## config.mk

```make
export PLATFORM = sky130hd
export DESIGN_NAME = render_cmd_master_flat
export DESIGN_NICKNAME = d
export VERILOG_FILES = /design/src/rtl/render_cmd_master_if.sv /design/src/rtl/render_cmd_master.sv /design/src/flat_wrapper.sv
export SDC_FILE = /design/constraint.sdc
export NUM_CORES = 1
export LEC_CHECK = 0
export ABC_AREA = 1
export CORE_MARGIN = 1
export CORE_UTILIZATION = 49
export DETAILED_ROUTE_END_ITERATION = 8
export DONT_BUFFER_PORTS = 1
export PLACE_DENSITY = 0.61
export SLEW_MARGIN = 30
export SYNTH_ARGS = -nofsm -noshare
export SYNTH_HDL_FRONTEND = slang
export SYNTH_SLANG_ARGS = --single-unit
export TNS_END_PERCENT = 100
```

## constraint.sdc

```tcl
create_clock -name clk -period 2.8 [get_ports clk]
set_input_delay 0.7 -clock clk [delete_from_list [all_inputs] [get_ports clk]]
set_output_delay 0.7 -clock clk [all_outputs]
set_load 0.02 [all_outputs]
```

## src/rtl/render_cmd_master_if.sv

```systemverilog
// Draw-command port and Avalon-MM master bundle for render_cmd_master.
// The master modport is the command master's view; the slave modport is the view of the source and render side.
interface render_cmd_master_if;
   logic        cmd_valid;
   logic        cmd_ready;
   logic [6:0]  cmd_texture;
   logic [8:0]  cmd_x;
   logic [7:0]  cmd_y;
   logic        cmd_fill;
   logic [3:0]  master_address;
   logic        master_write;
   logic [31:0] master_writedata;
   logic        master_read;
   logic [31:0] master_readdata;
   logic        master_waitrequest;

   modport master (
      input  cmd_valid, cmd_texture, cmd_x, cmd_y, cmd_fill,
      output cmd_ready,
      output master_address, master_write, master_writedata, master_read,
      input  master_readdata, master_waitrequest
   );

   modport slave (
      output cmd_valid, cmd_texture, cmd_x, cmd_y, cmd_fill,
      input  cmd_ready,
      input  master_address, master_write, master_writedata, master_read,
      output master_readdata, master_waitrequest
   );
endinterface

```

## src/rtl/render_cmd_master.sv

```systemverilog
// Buffers draw commands and expands each one into the render slave register
// write sequence (texture, x, y, plot), optionally polling status until idle.
module render_cmd_master #(
   parameter int FIFO_DEPTH = 4,
   parameter bit POLL_BUSY  = 1'b1
) (
   input  logic                 clk,
   input  logic                 rst,
   render_cmd_master_if.master  bus,
   output logic                 busy,
   output logic [15:0]          cmds_done
);

   localparam int AW = $clog2(FIFO_DEPTH);

   localparam logic [3:0] ADDR_STATUS = 4'd0;
   localparam logic [3:0] ADDR_X      = 4'd1;
   localparam logic [3:0] ADDR_Y      = 4'd2;
   localparam logic [3:0] ADDR_TEX    = 4'd4;
   localparam logic [3:0] ADDR_PLOT   = 4'd6;

   typedef struct packed {
      logic [6:0] texture;
      logic [8:0] x;
      logic [7:0] y;
      logic       fill;
   } cmd_t;

   typedef enum logic [2:0] {
      IDLE, WR_TEX, WR_X, WR_Y, WR_PLOT, POLL, DONE
   } state_t;

   cmd_t          fifo_mem [FIFO_DEPTH];
   logic [AW:0]   wr_ptr, rd_ptr;
   logic          fifo_empty, fifo_full;
   logic          push, pop;
   cmd_t          head, cur;

   state_t        state_q, state_d;
   logic          write_d, read_d;
   logic [3:0]    addr_d;
   logic [31:0]   data_d;
   logic          xfer_done;
   logic          tex_load, count_inc;
   logic [6:0]    last_tex;
   logic          tex_valid;
   logic          unused_readdata;

   // Extra pointer bit distinguishes full from empty when the indices match.
   assign fifo_empty = (wr_ptr == rd_ptr);
   assign fifo_full  = (wr_ptr[AW] != rd_ptr[AW]) &&
                       (wr_ptr[AW-1:0] == rd_ptr[AW-1:0]);
   assign bus.cmd_ready = !fifo_full;
   assign push = bus.cmd_valid && !fifo_full;
   assign head = fifo_mem[rd_ptr[AW-1:0]];

   assign busy      = !fifo_empty || (state_q != IDLE);
   assign xfer_done = (bus.master_write || bus.master_read) && !bus.master_waitrequest;
   assign unused_readdata = ^bus.master_readdata[31:1];

   // NOTE: sequential state uses non-blocking assignments so every register
   // samples pre-edge values, independent of process ordering.
   always_ff @(posedge clk or posedge rst) begin
      if (rst) begin
         wr_ptr <= '0;
         rd_ptr <= '0;
      end else begin
         if (push) wr_ptr <= wr_ptr + 1'b1;
         if (pop)  rd_ptr <= rd_ptr + 1'b1;
      end
   end

   // NOTE: the storage array has no reset; the pointers alone define which
   // entries are valid, so it can map onto plain RAM/registers without a reset net.
   always_ff @(posedge clk) begin
      if (push) begin
         fifo_mem[wr_ptr[AW-1:0]] <= '{texture: bus.cmd_texture, x: bus.cmd_x,
                                       y: bus.cmd_y, fill: bus.cmd_fill};
      end
   end

   // NOTE: every output of this block gets a default first, so no path can
   // leave one unassigned and infer a latch.
   always_comb begin
      state_d   = state_q;
      write_d   = bus.master_write;
      read_d    = bus.master_read;
      addr_d    = bus.master_address;
      data_d    = bus.master_writedata;
      pop       = 1'b0;
      tex_load  = 1'b0;
      count_inc = 1'b0;

      unique case (state_q)
         IDLE: begin
            if (!fifo_empty) begin
               pop = 1'b1;
               if (tex_valid && (head.texture == last_tex))
                  state_d = head.fill ? WR_PLOT : WR_X;
               else
                  state_d = WR_TEX;
            end
         end
         WR_TEX: begin
            if (xfer_done) begin
               write_d  = 1'b0;
               tex_load = 1'b1;
               state_d  = cur.fill ? WR_PLOT : WR_X;
            end else begin
               write_d = 1'b1;
               addr_d  = ADDR_TEX;
               data_d  = {25'b0, cur.texture};
            end
         end
         WR_X: begin
            if (xfer_done) begin
               write_d = 1'b0;
               state_d = WR_Y;
            end else begin
               write_d = 1'b1;
               addr_d  = ADDR_X;
               data_d  = {23'b0, cur.x};
            end
         end
         WR_Y: begin
            if (xfer_done) begin
               write_d = 1'b0;
               state_d = WR_PLOT;
            end else begin
               write_d = 1'b1;
               addr_d  = ADDR_Y;
               data_d  = {24'b0, cur.y};
            end
         end
         WR_PLOT: begin
            if (xfer_done) begin
               write_d = 1'b0;
               state_d = POLL_BUSY ? POLL : DONE;
            end else begin
               write_d = 1'b1;
               addr_d  = ADDR_PLOT;
               data_d  = 32'd0;
            end
         end
         POLL: begin
            // A busy reply drops the read for one cycle, then the else branch reissues it.
            if (xfer_done) begin
               read_d = 1'b0;
               if (!bus.master_readdata[0]) state_d = DONE;
            end else begin
               read_d = 1'b1;
               addr_d = ADDR_STATUS;
            end
         end
         DONE: begin
            count_inc = 1'b1;
            state_d   = IDLE;
         end
         default: state_d = IDLE;
      endcase
   end

   always_ff @(posedge clk or posedge rst) begin
      if (rst) begin
         state_q              <= IDLE;
         bus.master_write     <= 1'b0;
         bus.master_read      <= 1'b0;
         bus.master_address   <= 4'd0;
         bus.master_writedata <= 32'd0;
         cur                  <= '0;
         last_tex             <= 7'd0;
         tex_valid            <= 1'b0;
         cmds_done            <= 16'd0;
      end else begin
         state_q              <= state_d;
         bus.master_write     <= write_d;
         bus.master_read      <= read_d;
         bus.master_address   <= addr_d;
         bus.master_writedata <= data_d;
         if (pop) cur <= head;
         if (tex_load) begin
            last_tex  <= cur.texture;
            tex_valid <= 1'b1;
         end
         if (count_inc) cmds_done <= cmds_done + 16'd1;
      end
   end

   a_one_strobe: assert property (@(posedge clk) disable iff (rst)
      !(bus.master_write && bus.master_read));

   a_write_hold: assert property (@(posedge clk) disable iff (rst)
      (bus.master_write && bus.master_waitrequest) |=>
      (bus.master_write && $stable(bus.master_address) && $stable(bus.master_writedata)));

endmodule

```

## src/flat_wrapper.sv

```systemverilog
// flat-port wrapper written by rule: the top's interface ports become plain ports
module render_cmd_master_flat 
#(
   parameter int FIFO_DEPTH = 4,
   parameter bit POLL_BUSY  = 1'b1
)
  (clk, rst, busy, cmds_done, bus_cmd_valid, bus_cmd_texture, bus_cmd_x, bus_cmd_y, bus_cmd_fill, bus_cmd_ready, bus_master_address, bus_master_write, bus_master_writedata, bus_master_read, bus_master_readdata, bus_master_waitrequest);
  render_cmd_master_if bus_i ();
  input  logic clk;
  input  logic rst;
  output logic busy;
  output logic [15:0] cmds_done;
  input wire logic [$bits(bus_i.cmd_valid)-1:0] bus_cmd_valid;
  input wire logic [$bits(bus_i.cmd_texture)-1:0] bus_cmd_texture;
  input wire logic [$bits(bus_i.cmd_x)-1:0] bus_cmd_x;
  input wire logic [$bits(bus_i.cmd_y)-1:0] bus_cmd_y;
  input wire logic [$bits(bus_i.cmd_fill)-1:0] bus_cmd_fill;
  output wire logic [$bits(bus_i.cmd_ready)-1:0] bus_cmd_ready;
  output wire logic [$bits(bus_i.master_address)-1:0] bus_master_address;
  output wire logic [$bits(bus_i.master_write)-1:0] bus_master_write;
  output wire logic [$bits(bus_i.master_writedata)-1:0] bus_master_writedata;
  output wire logic [$bits(bus_i.master_read)-1:0] bus_master_read;
  input wire logic [$bits(bus_i.master_readdata)-1:0] bus_master_readdata;
  input wire logic [$bits(bus_i.master_waitrequest)-1:0] bus_master_waitrequest;
  assign bus_i.cmd_valid = bus_cmd_valid;
  assign bus_i.cmd_texture = bus_cmd_texture;
  assign bus_i.cmd_x = bus_cmd_x;
  assign bus_i.cmd_y = bus_cmd_y;
  assign bus_i.cmd_fill = bus_cmd_fill;
  assign bus_cmd_ready = bus_i.cmd_ready;
  assign bus_master_address = bus_i.master_address;
  assign bus_master_write = bus_i.master_write;
  assign bus_master_writedata = bus_i.master_writedata;
  assign bus_master_read = bus_i.master_read;
  assign bus_i.master_readdata = bus_master_readdata;
  assign bus_i.master_waitrequest = bus_master_waitrequest;
  render_cmd_master #(.FIFO_DEPTH(FIFO_DEPTH), .POLL_BUSY(POLL_BUSY)) u_core (.clk(clk), .rst(rst), .bus(bus_i), .busy(busy), .cmds_done(cmds_done));
endmodule
```

# Yosys cells after proc, flatten, opt, wreduce, memory -nomap -nowiden
# Memories as Yosys holds them, arrays and structs flattened.
# Index checks and enable logic that the tools add are counted.
# Widths: inputs -> output; s select.
# word_totals
register_bits,96
ram_bits,100
output_inout_bits,56
n_memories,1
# op_classes
addsub,3
n_eq_ne,22
n_mux,30
reduce_logical,17
# memory_table
memory,depth,width,rd,rd_ports_with_merged_regs,write_ports,line_no,text
u_core.fifo_mem,4,25,1,0,1,render_cmd_master.sv:33,cmd_t fifo_mem [FIFO_DEPTH];
# op_table
operator,count
$mux 32,4
$pmux 32 s4,1
$mux 3,10
$mux 4,5
$pmux 4 s5,1
$pmux 3 s6,1
$add 16x1->16 const B,1
$ne 2x2->1 const B,7
$ne 2x1->1 const B,5
$eq 3x3->1 const B,3
$mux 1,8
$eq 7x7->1,1
$reduce_and 7->1,1
$add 3x1->3 const B,2
$eq 3x2->1 const B,2
$reduce_and 6->1,1
$reduce_and 5->1,1
$reduce_bool 5->1,1
$logic_and 1x1->1,4
$reduce_bool 4->1,1
$reduce_or 4->1,1
$eq 3x1->1 const B,1
$eq 3x3->1,1
$logic_not 1->1,3
5 further kinds,6

# Longest topological paths before layout
# Gate-level depths: netlist of the first run.
# logic_depth
depth_word,6
ltp_mapped,15

# Worst setup path before layout of the first run
# No wires, ideal clock.
# synth_timing
path_type,register to register
from,register u_core.rd_ptr[1]
to,"memory u_core.fifo_mem[3][0] in the netlist's numbering, enable pin"
arrival_ns,2.242
required_time_ns,2.390
path_slack_ns,0.149
path_stages_with_launch,6
n_path_buf,1
period_less_slack_ns,2.651
cell_sequence,dfrtp_1 -> buf_2 -> xnor2_1 -> nand3b_1 -> nand2_1 -> nor2_1
# synth_via
elab_chain_len,6
# synth_lines
item,line_no,text
"start, declared",render_cmd_master.sv:34,"logic [AW:0] wr_ptr, rd_ptr;"
"start signal, assigned",render_cmd_master.sv:69,if (pop) rd_ptr <= rd_ptr + 1'b1;
$eq 2x2->1,render_cmd_master.sv:52,(wr_ptr[AW-1:0] == rd_ptr[AW-1:0]);
$logic_and 1x1->1,render_cmd_master.sv:51,assign fifo_full = (wr_ptr[AW] != rd_ptr[AW]) &&
$logic_not 1->1,--,
net bus_cmd_ready,flat_wrapper.sv:18,output wire logic [$bits(bus_i.cmd_ready)-1:0] bus_cmd_ready;
$logic_and 1x1->1,render_cmd_master.sv:54,assign push = bus.cmd_valid && !fifo_full;
$mux 1,render_cmd_master.sv:76,if (push) begin
$mux 1 (not written as such),render_cmd_master.sv:77,"fifo_mem[wr_ptr[AW-1:0]] <= '{texture: bus.cmd_texture, x: bus.cmd_x,"
"end, declared",render_cmd_master.sv:33,
# The timed path passes the listed nets, and every way through them passes these cells.

# Final worst setup path of the first run
# layout_timing
from,register u_core.rd_ptr[0]
to,output port busy
# layout_via
elab_chain_len,3
# layout_lines
item,line_no,text
$eq 3x3->1,render_cmd_master.sv:50,assign fifo_empty = (wr_ptr == rd_ptr);
$logic_not 1->1,render_cmd_master.sv:57,assign busy = !fifo_empty || (state_q != IDLE);
$logic_or 1x1->1,render_cmd_master.sv:57,
"end, declared",flat_wrapper.sv:11,output logic busy;
# Every way passes these cells.

==> results.txt, run 1 <==
Final min period = 2410 ps
Syn. warnings = 0
GRT Total Usage = 19.0%
Crit share post-route = 86.0%
Syn_area_per_cell = 11.1 µm²
Worst slew margin = 62.8%
Routed wire length = 13800 µm
Postcts setup bufs = 0
Arrival time worst endpoint = 1710 ps
DP Area = 7470 µm²
H-tree depth = 4
HP Class = primary input to asynchronous set/reset pin
Fillers = 1225
#FFs+latches synth = 172
Largest net degree at the start of global routing = 38
Fin area = 8040 µm²
Crit. End Element = output port
Layout Nets = 738
Sequential share of the synthesized area = 65.3%
Initial Util = 50.4%
Setup TNS = 0 ps
Post-synth EDFFs = 100
Worst VDD drop = 0.580 mV
Status = completed
Root Driver = clkbuf_16
Num Clock Sinks = 172
Placeable Area = 14600 µm²
Reg area = 4800 µm²
Num rows = 44
Yosys top cell by area = edfxtp_1
Clk_skew = 7.68 ps
Via Count = 4543
Vias in the first global route = 4513
First-pass GRT wire length = 22600 µm
Most used DFF post-synth = edfxtp_1
Fraction of layout cells with a size suffix above 1 = 12.0%
Chip height = 125 µm
Met1 wire length = 6100 µm
Number of port buffers = 0
DIE AREA = 15500 µm²
Critical path peak fanout = 14
Pins Over Slew Limit = 0
Power Total = 9360 µW
Worst-Margin Slew = 556 ps
CP Class = flip-flop to output port
Leak pwr = 0.00330 µW
Crit path launch type = flip-flop
Max-cap viol count = 0
Setup violations, final = 0
Post-detailed-route wirelength per cell = 16.0 µm
Iter 0 DRT Violations = 272
Antenna violations before repair = 0
CTS tree = done
Highest Signal Layer = met4
Routed met2 length = 6560 µm
Share of the synthesized area in the top cell type = 40.8%
First drt pass iteration count = 6
RePlAce Congestion = 0.823
Routed wl met3 = 1010 µm
Post-route ant nets = 0
Die Width = 125 µm
Area of the mapped netlist = 7350 µm²
Max frequency = 0.415 GHz
Area of the multi-input gates = 2110 µm²
Clock slew at reported path FFs = 70 ps
Detail Placement HPWL = 9070 µm
# diodes = 0
Synth area leaders = edfxtp_1 41%, dfrtp_1 24%, nand2_1 6.3%
Final hold vios = 0
Setup ws final = 391 ps
Grt ovf = 0
RSZ-0062 raised after global routing = no
Clock Latency Late Sink = 420 ps
Num CTS Buffers = 17
Data required, critical path = 2100 ps
PostCTS Resize Cnt = 0
Ys async rst share = 41.9%
Vias per cell = 5.24
CTS Buffer Depth = 2
I/O pin cnt = 117
Hold_buf cts = 0
Cell Pwr Density = 1160 nW/µm²
# DRC = 0
Yosys cell types = 37
Place WS = 605 ps
Cell count after synthesis = 665
Area Growth Syn to Fin = 9.34%
-- report_power, final --
| part | leakage (µW) | switching (µW) | internal (µW) |
|---|---|---|---|
| Combinational | 0.00121 | 2130 | 975 |
| Sequential | 0.00182 | 530 | 3470 |
| Clock | 0.000269 | 934 | 1310 |
| Total | 0.00330 | 3600 | 5760 |
-- path summary, 6_finish.rpt --
check / startpoint / to / slack, ps / cells after the start
setup reg to reg: u_core.rd_ptr[0] / u_core.rd_ptr[2] / 660 / 6
setup / recovery: u_core.rd_ptr[0] / busy / 390 / 4
hold reg to reg: u_core.tex_valid / u_core.tex_valid / 480 / 2
min in group clk: bus_cmd_y[5] / u_core.fifo_mem[0][6] / 380 / 0
hold / removal: rst / u_core.bus.master_writedata[5] / 210 / 1
max in group asynchronous: rst / u_core.tex_valid / 1830 / 2
-- registers in the layout, summed over array words and instances (netlist names) --
register                     flops
u_core.bus.master_address        3
u_core.bus.master_read           1
u_core.bus.master_write          1
u_core.bus.master_writedata      9
u_core.cmds_done                16
u_core.cur                      25
u_core.fifo_mem                100
u_core.last_tex                  7
u_core.rd_ptr                    3
u_core.state_q                   3
u_core.tex_valid                 1
u_core.wr_ptr                    3
-- synth_stat cells, types with 3 or more instances --
master	instances
ha_1	6
nand3b_1	5
a31oi_1	11
xnor2_1	9
nand3_2	4
a21oi_1	5
o21ai_1	30
xor2_1	13
clkbuf_1	8
o22ai_1	22
nor2_1	60
buf_4	27
nor2_2	3
buf_6	3
nand2_1	123
nand3_1	30
o21ai_0	42
inv_1	48
edfxtp_1	100
nand2_2	5
buf_2	10
nor2_4	3
dfrtp_1	72
inv_2	10
-- critical path, stage by stage (launching register included) --
cell and delay [ps]:
dfrtp_1 680, xnor2_1 200, nand3_1 150, nor2_1 110, inv_1 150
-- kinds of logic (layout without fill, tap and decap cells) --
| group | after synthesis | count (layout) | share of synthesized area [%] |
|---|---|---|---|
| and+or+nand+nor | 241 | 241 | 14.7 |
| DFF | 172 | 172 | 65.3 |
| AOI/OAI and AO/OA | 116 | 116 | 8.90 |
| buffers and inverters | 106 | 101 | 7.26 |
| xor gates and xnor gates | 22 | 22 | 2.62 |
| adders and majority gates | 6 | 6 | 1.02 |
| other | 1 | 24 | 0.0510 |
| muxes | 1 | 1 | 0.153 |
-- layer usage --
metal | vias up | GRT usage, %
li1 | 2210 | -
met5 | - | 0
met3 | 15 | 6.31
met4 | 0 | 6.24
met2 | 155 | 30.7
met1 | 2163 | 24.0
-- placed cells by master (no fill, tap or decap), types with 4 or more instances in the layout --
| master | netlist | layout |
|---|---|---|
| a31oi_1 | 11 | 11 |
| o22ai_1 | 22 | 22 |
| buf_4 | 27 | 11 |
| o21ai_0 | 42 | 42 |
| nand3_2 | 4 | 4 |
| clkinv_4 | 0 | 4 |
| nand3b_1 | 5 | 5 |
| clkbuf_16 | 0 | 17 |
| a21oi_1 | 5 | 5 |
| o21ai_1 | 30 | 30 |
| xnor2_1 | 9 | 9 |
| nand2_2 | 5 | 5 |
| nor2_1 | 60 | 56 |
| inv_2 | 10 | 11 |
| nand2_1 | 123 | 123 |
| dfrtp_1 | 72 | 72 |
| nand3_1 | 30 | 30 |
| nor2_2 | 3 | 7 |
| edfxtp_1 | 100 | 100 |
| conb_1 | 1 | 24 |
| xor2_1 | 13 | 13 |
| ha_1 | 6 | 6 |
| inv_1 | 48 | 47 |
-- through the flow --
stage	cells	utilization (%)	hold WS, ps
2_1_floorplan	688	-	421
3_3_place_gp	836	51.2	437
3_5_place_dp	836	51.2	468
4_1_cts	867	55.1	217
5_1_grt	867	55.1	245
6_report	867	55.1	209
-- cell type report --
class	count	share of cell area [%]
clock buffer	18	5.34
clock inverter	13	1.80
inverter	58	2.71
multi-input combinational	410	26.3
sequential	172	59.7
tap	184	2.86
timing repair buffer	12	1.28
Power figures use the tool's default switching activity.
==> inputs of run 2 (changes only) <==
--- a/config.mk
+++ b/config.mk
@@ -10,7 +10,8 @@
 export CORE_UTILIZATION = 49
 export DETAILED_ROUTE_END_ITERATION = 8
 export DONT_BUFFER_PORTS = 1
-export PLACE_DENSITY = 0.61
+export GPL_ROUTABILITY_DRIVEN = 0
+export PLACE_DENSITY = 0.72
 export SLEW_MARGIN = 30
 export SYNTH_ARGS = -nofsm -noshare
 export SYNTH_HDL_FRONTEND = slang
==> run 2 against run 1 <==
Clock skew increased by 2.0 ps. Via count increased by 1.3%. Sequential power about the same. Wire length increased by 2.5%. Combinational power about the same. Core utilization increased by 0.27 points. Critical path type unchanged. Cell count increased by 0.35%. Flip-flop and latch count unchanged. Global-route usage increased by 0.83 points. Critical endpoint unchanged. Hold slack improved by 14 ps. Maximum frequency increased by 2.7%. Sequential share of layout area decreased by 0.29 points.
==> results.txt, run 2 (synthesis gave the netlist of run 1 again) <==
Die Width = 125 µm (unchanged)
Worst path cell trace = nor3_2 -> inv_1 -> nor2_1 -> inv_1
Leak pwr = 0.00333 µW (+0.94%)
Clock slew at reported path FFs = 70 ps (about the same)
Area Growth Syn to Fin = 9.87%
# diodes = 0 (unchanged)
Worst slew margin = 57.4% (-5.4 points)
Clock Latency Late Sink = 440 ps (+20 ps)
Max-cap viol count = 0 (unchanged)
Post-route ant nets = 0 (unchanged)
Worst VDD drop = 0.614 mV (+5.8%)
Num Clock Sinks = 172 (unchanged)
Place WS = 781 ps (+176 ps)
Initial Util = 50.4% (unchanged)
Vias in the first global route = 4661 (+3.3%)
Worst-Margin Slew = 638 ps (+81.5 ps)
Largest net degree at the start of global routing = 43 (+13%)
Setup ws final = 455 ps (+64.0 ps)
Postcts setup bufs = 0 (unchanged)
Fillers = 1228 (+0.24%)
CP Class = flip-flop to output port
CTS Buffer Depth = 2 (unchanged)
Layout Nets = 740 (+0.27%)
Buf+Inv Stages, Crit Path = 2 (+1)
Reg-to-reg critical path startpoint = u_core.state_q[1]
Commonest non-fill, non-tap cell in the layout = nand2_1
I/O pin cnt = 117 (unchanged)
Max frequency = 0.426 GHz (+2.7%)
Vias per cell = 5.29 (+0.99%)
CP max-delay cell = dfrtp_1
Setup TNS = 0 ps (unchanged)
Status = completed
Via Count = 4604 (+1.3%)
Post-detailed-route wirelength per cell = 16.3 µm (+2.2%)
Crit share post-route = 83.8% (-2.3 points)
First-pass GRT wire length = 23600 µm (+4.1%)
Setup violations, final = 0 (unchanged)
R2r setup slk = 770 ps (+110 ps)
# DRC = 0 (unchanged)
Routed wire length = 14200 µm (+2.5%)
Fin Hold WS = 224 ps (+14.4 ps)
Commonest cells after routing, fill and taps aside = 123 x nand2_1, 100 x edfxtp_1, 72 x dfrtp_1, 56 x nor2_1, 47 x inv_1
Root Driver = clkbuf_16
H-tree depth = 4 (unchanged)
Placeable Area = 14600 µm² (unchanged)
Detail Placement HPWL = 9520 µm (+5.0%)
Cell Pwr Density = 1170 nW/µm² (+0.70%)
CP top delay family = flip-flops
HP Class = primary input to asynchronous set/reset pin
Grt ovf = 0 (unchanged)
Iter 0 DRT Violations = 263 (-3.3%)
Fraction of layout cells with a size suffix above 1 = 12.5% (+0.53 points)
Arrival time worst endpoint = 1650 ps (-60 ps)
CTS tree = done
Pins Over Slew Limit = 0 (unchanged)
Antenna violations before repair = 0 (unchanged)
Number of port buffers = 0 (unchanged)
R2R cell count = 5 (-1)
PostCTS Resize Cnt = 0 (unchanged)
Power Total = 9470 µW (+1.2%)
Worst R2R End = u_core.rd_ptr[2]
Clk_skew = 9.71 ps (+2.03 ps)
First drt pass iteration count = 6 (unchanged)
DIE AREA = 15500 µm² (unchanged)
Data required, critical path = 2100 ps (about the same)
Num CTS Buffers = 17 (unchanged)
Max FFs per register = 100 (unchanged)
Most frequent CP cell = inv_1
Chip height = 125 µm (unchanged)
Final hold vios = 0 (unchanged)
GRT Total Usage = 19.8% (+0.83 points)
Crit path launch type = flip-flop
Final min period = 2350 ps (-64.0 ps)
Hold_buf cts = 0 (unchanged)
Peak per-stage delay on the critical path = 520 ps (-160 ps)
Num rows = 44 (unchanged)
Critical path peak fanout = 8 (-6)
RSZ-0062 raised after global routing = no
Crit. End Element = output port
## run 2: worst max path at each step
stage	from	endpoint	slack [ps]	depth (start not counted)
final	u_core.state_q[1]	busy	450	4
after global routing	u_core.state_q[1]	busy	310	4
after CTS	u_core.state_q[1]	busy	460	4
after detailed placement	u_core.state_q[1]	u_core.rd_ptr[2]	780	5
after global placement	u_core.state_q[1]	u_core.rd_ptr[2]	800	5
after floorplan	u_core.rd_ptr[1]	u_core.fifo_mem[3][0]	150	5
## run 2: final cells by class
type	count	area, µm²	area share, %
clock buffers	17	425	5.26
clock inverters	15	173	2.14
inverters	58	218	2.69
multi-input cells	410	2110	26.1
flip-flops and latches	172	4800	59.5
well taps	184	230	2.85
repair buffers	14	118	1.46
## run 2: power breakdown
| part | internal [µW] | leakage [µW] | switching (µW) | total [µW] |
|---|---|---|---|---|
| clock | 1270 | 0.000287 | 1070 | 2350 |
| combinational | 984 | 0.00123 | 2140 | 3130 |
| sequential | 3470 | 0.00182 | 528 | 4000 |
| total | 5730 | 0.00333 | 3740 | 9470 |
## run 2: worst reg2reg max path: stages (launching register included)
cell and delay, ps:
dfrtp_1 520, nor3_2 340, nand2_2 280, inv_2 510, nand2_1 130, xnor2_1 150
## run 2: through the flow
stage          util, %  instance area, µm²  std cells
5_1_grt           55.4                8080        870
2_1_floorplan        -                7440        688
3_3_place_gp      51.3                7480        838
6_report          55.4                8080        870
3_5_place_dp      51.3                7480        838
4_1_cts           55.4                8080        870
## run 2: layer usage
metal	global-route usage (%)	vias to the layer above	share of wire (%)
met2	32.4	166	49
met5	0	-	0
met3	6.83	14	8.1
li1	-	2213	-
met4	7.44	0	1.5
met1	24.1	2211	42
==> inputs of run 3 (changes only) <==
==> constraint.sdc (replaced) <==
create_clock -name clk -period 2.4 [get_ports clk]
set_input_delay 0.6 -clock clk [delete_from_list [all_inputs] [get_ports clk]]
set_output_delay 0.6 -clock clk [all_outputs]
set_load 0.02 [all_outputs]
==> run 3 against run 2 <==
Wire length fell by 1.8%. Via count down 0.17%. Core utilization increased by 0.37 points. Critical path type unchanged. Largest power group unchanged.
==> results.txt, run 3 (synthesis gave the netlist of run 1 again) <==
Clock slew at reported path FFs = 60 ps (about the same)
Chip height = 125 µm (unchanged)
CTS tree = done
Final min period = 2250 ps
Crit. End Element = output port
First-pass GRT wire length = 22900 µm (-2.8%)
Post-route ant nets = 0 (unchanged)
Antenna violations before repair = 0 (unchanged)
Clock Latency Late Sink = 420 ps (-20 ps)
Placeable Area = 14600 µm² (unchanged)
Num Clock Sinks = 172 (unchanged)
Fillers = 1165 (-5.1%)
Setup violations, final = 0 (unchanged)
CP Class = flip-flop to output port
Commonest non-fill, non-tap cell in the layout = nand2_1
Max FFs per register = 100 (unchanged)
Cell Pwr Density = 1380 nW/µm² (+17%)
# DRC = 0 (unchanged)
Root Driver = clkbuf_16
Initial Util = 50.4% (unchanged)
Die Width = 125 µm (unchanged)
Worst VDD drop = 0.889 mV (+45%)
Power Total = 11200 µW (+18%)
DIE AREA = 15500 µm² (unchanged)
Number of port buffers = 0 (unchanged)
Grt ovf = 0 (unchanged)
Vias per cell = 5.29 (about the same)
CTS Buffer Depth = 2 (unchanged)
Arrival time worst endpoint = 1650 ps (about the same)
Hold_buf cts = 0 (unchanged)
Max-cap viol count = 0 (unchanged)
DP Area = 7520 µm² (+0.45%)
Pins Over Slew Limit = 0 (unchanged)
Fin area = 8130 µm² (+0.67%)
H-tree depth = 4 (unchanged)
Crit path launch type = flip-flop
Postcts setup bufs = 0 (unchanged)
Num rows = 44 (unchanged)
Reg area = 4800 µm² (unchanged)
First drt pass iteration count = 5 (-1)
Clk_skew = 8.04 ps (-1.68 ps)
Worst-Margin Slew = 567 ps (-70.6 ps)
Data required, critical path = 1800 ps (-300 ps)
Area Growth Syn to Fin = 10.6%
Layout Nets = 739 (-0.14%)
# diodes = 0 (unchanged)
GRT Total Usage = 19.0% (-0.78 points)
Routed wire length = 13900 µm (-1.8%)
Status = completed
Iter 0 DRT Violations = 227 (-14%)
Place WS = 400 ps (-380 ps)
Commonest cells after routing, fill and taps aside = 123 x nand2_1, 100 x edfxtp_1, 72 x dfrtp_1, 56 x nor2_1, 47 x inv_1
Utilization after layout = 55.8% (+0.37 points)
Detail Placement HPWL = 9180 µm (-3.6%)
Area of the multi-input gates = 2110 µm² (unchanged)
Setup ws final = 148 ps (-306 ps)
Via Count = 4596 (-0.17%)
Post-detailed-route wirelength per cell = 16.0 µm (-1.7%)
Fraction of layout cells with a size suffix above 1 = 12.3% (-0.27 points)
Crit share post-route = 93.8%
Largest net degree at the start of global routing = 73 (+70%)
HP Class = primary input to asynchronous set/reset pin
Num CTS Buffers = 17 (unchanged)
Max frequency = 0.444 GHz
PostCTS Resize Cnt = 0 (unchanged)
Leak pwr = 0.00334 µW (+0.38%)
Vias in the first global route = 4562 (-2.1%)
Final hold vios = 0 (unchanged)
RSZ-0062 raised after global routing = no
I/O pin cnt = 117 (unchanged)
Critical path peak fanout = 8 (unchanged)
Worst slew margin = 62.1% (+4.7 points)
run 3: cell types whose count changed in the layout (fill, tap and decap cells not counted), sizes merged:
cell / delta
buf: -1
bufinv: +2
clkbuf: +2
inv: -4
run 3: metrics by stage:
step	TNS (ps)	instances	hold WS, ps
after floorplan	-15740	688	421
after global placement	0	837	441
after detailed placement	0	837	450
after CTS	0	869	165
after global routing	0	869	176
final	0	869	147
run 3: final cells by class:
| cell class | instances | share of cell area, % |
|---|---|---|
| well taps | 184 | 2.83 |
| inverters | 58 | 2.72 |
| flip-flops and latches | 172 | 59.1 |
| clock inverters | 13 | 2.15 |
| repair buffers | 13 | 1.82 |
| multi-input cells | 410 | 26.0 |
| clock buffers | 19 | 5.45 |
run 3: path summary, 6_finish.rpt:
check                                          end  cells past startpoint  slack, ps               from
max                                           busy                      4        150  u_core.state_q[1]
min                            u_core.cmds_done[2]                      2        150                rst
max reg2reg                      u_core.state_q[0]                     14        380   u_core.rd_ptr[0]
min reg2reg                       u_core.tex_valid                      2        460   u_core.tex_valid
max in group asynchronous  u_core.bus.master_write                      2       1950                rst
min in group clk             u_core.fifo_mem[0][3]                      0        270       bus_cmd_y[2]
run 3: layer usage:
| metal | track usage [%] | up-vias | wire, µm |
|---|---|---|---|
| met1 | 23.3 | 2205 | 5900 |
| met5 | 0 | - | 0 |
| li1 | - | 2208 | - |
| met4 | 5.95 | 0 | 190 |
| met2 | 32.0 | 167 | 6860 |
| met3 | 5.97 | 16 | 988 |
run 3: where the power goes:
group	internal (µW)	switching, µW	total [µW]
logic	1190	2480	3670
registers	4050	648	4690
clock network	1690	1140	2840
run 3: worst max-delay path: stages (launching register included):
cell and delay (ps):
dfrtp_1 520, nor3_2 340, inv_1 100, nor2_1 120, inv_1 150
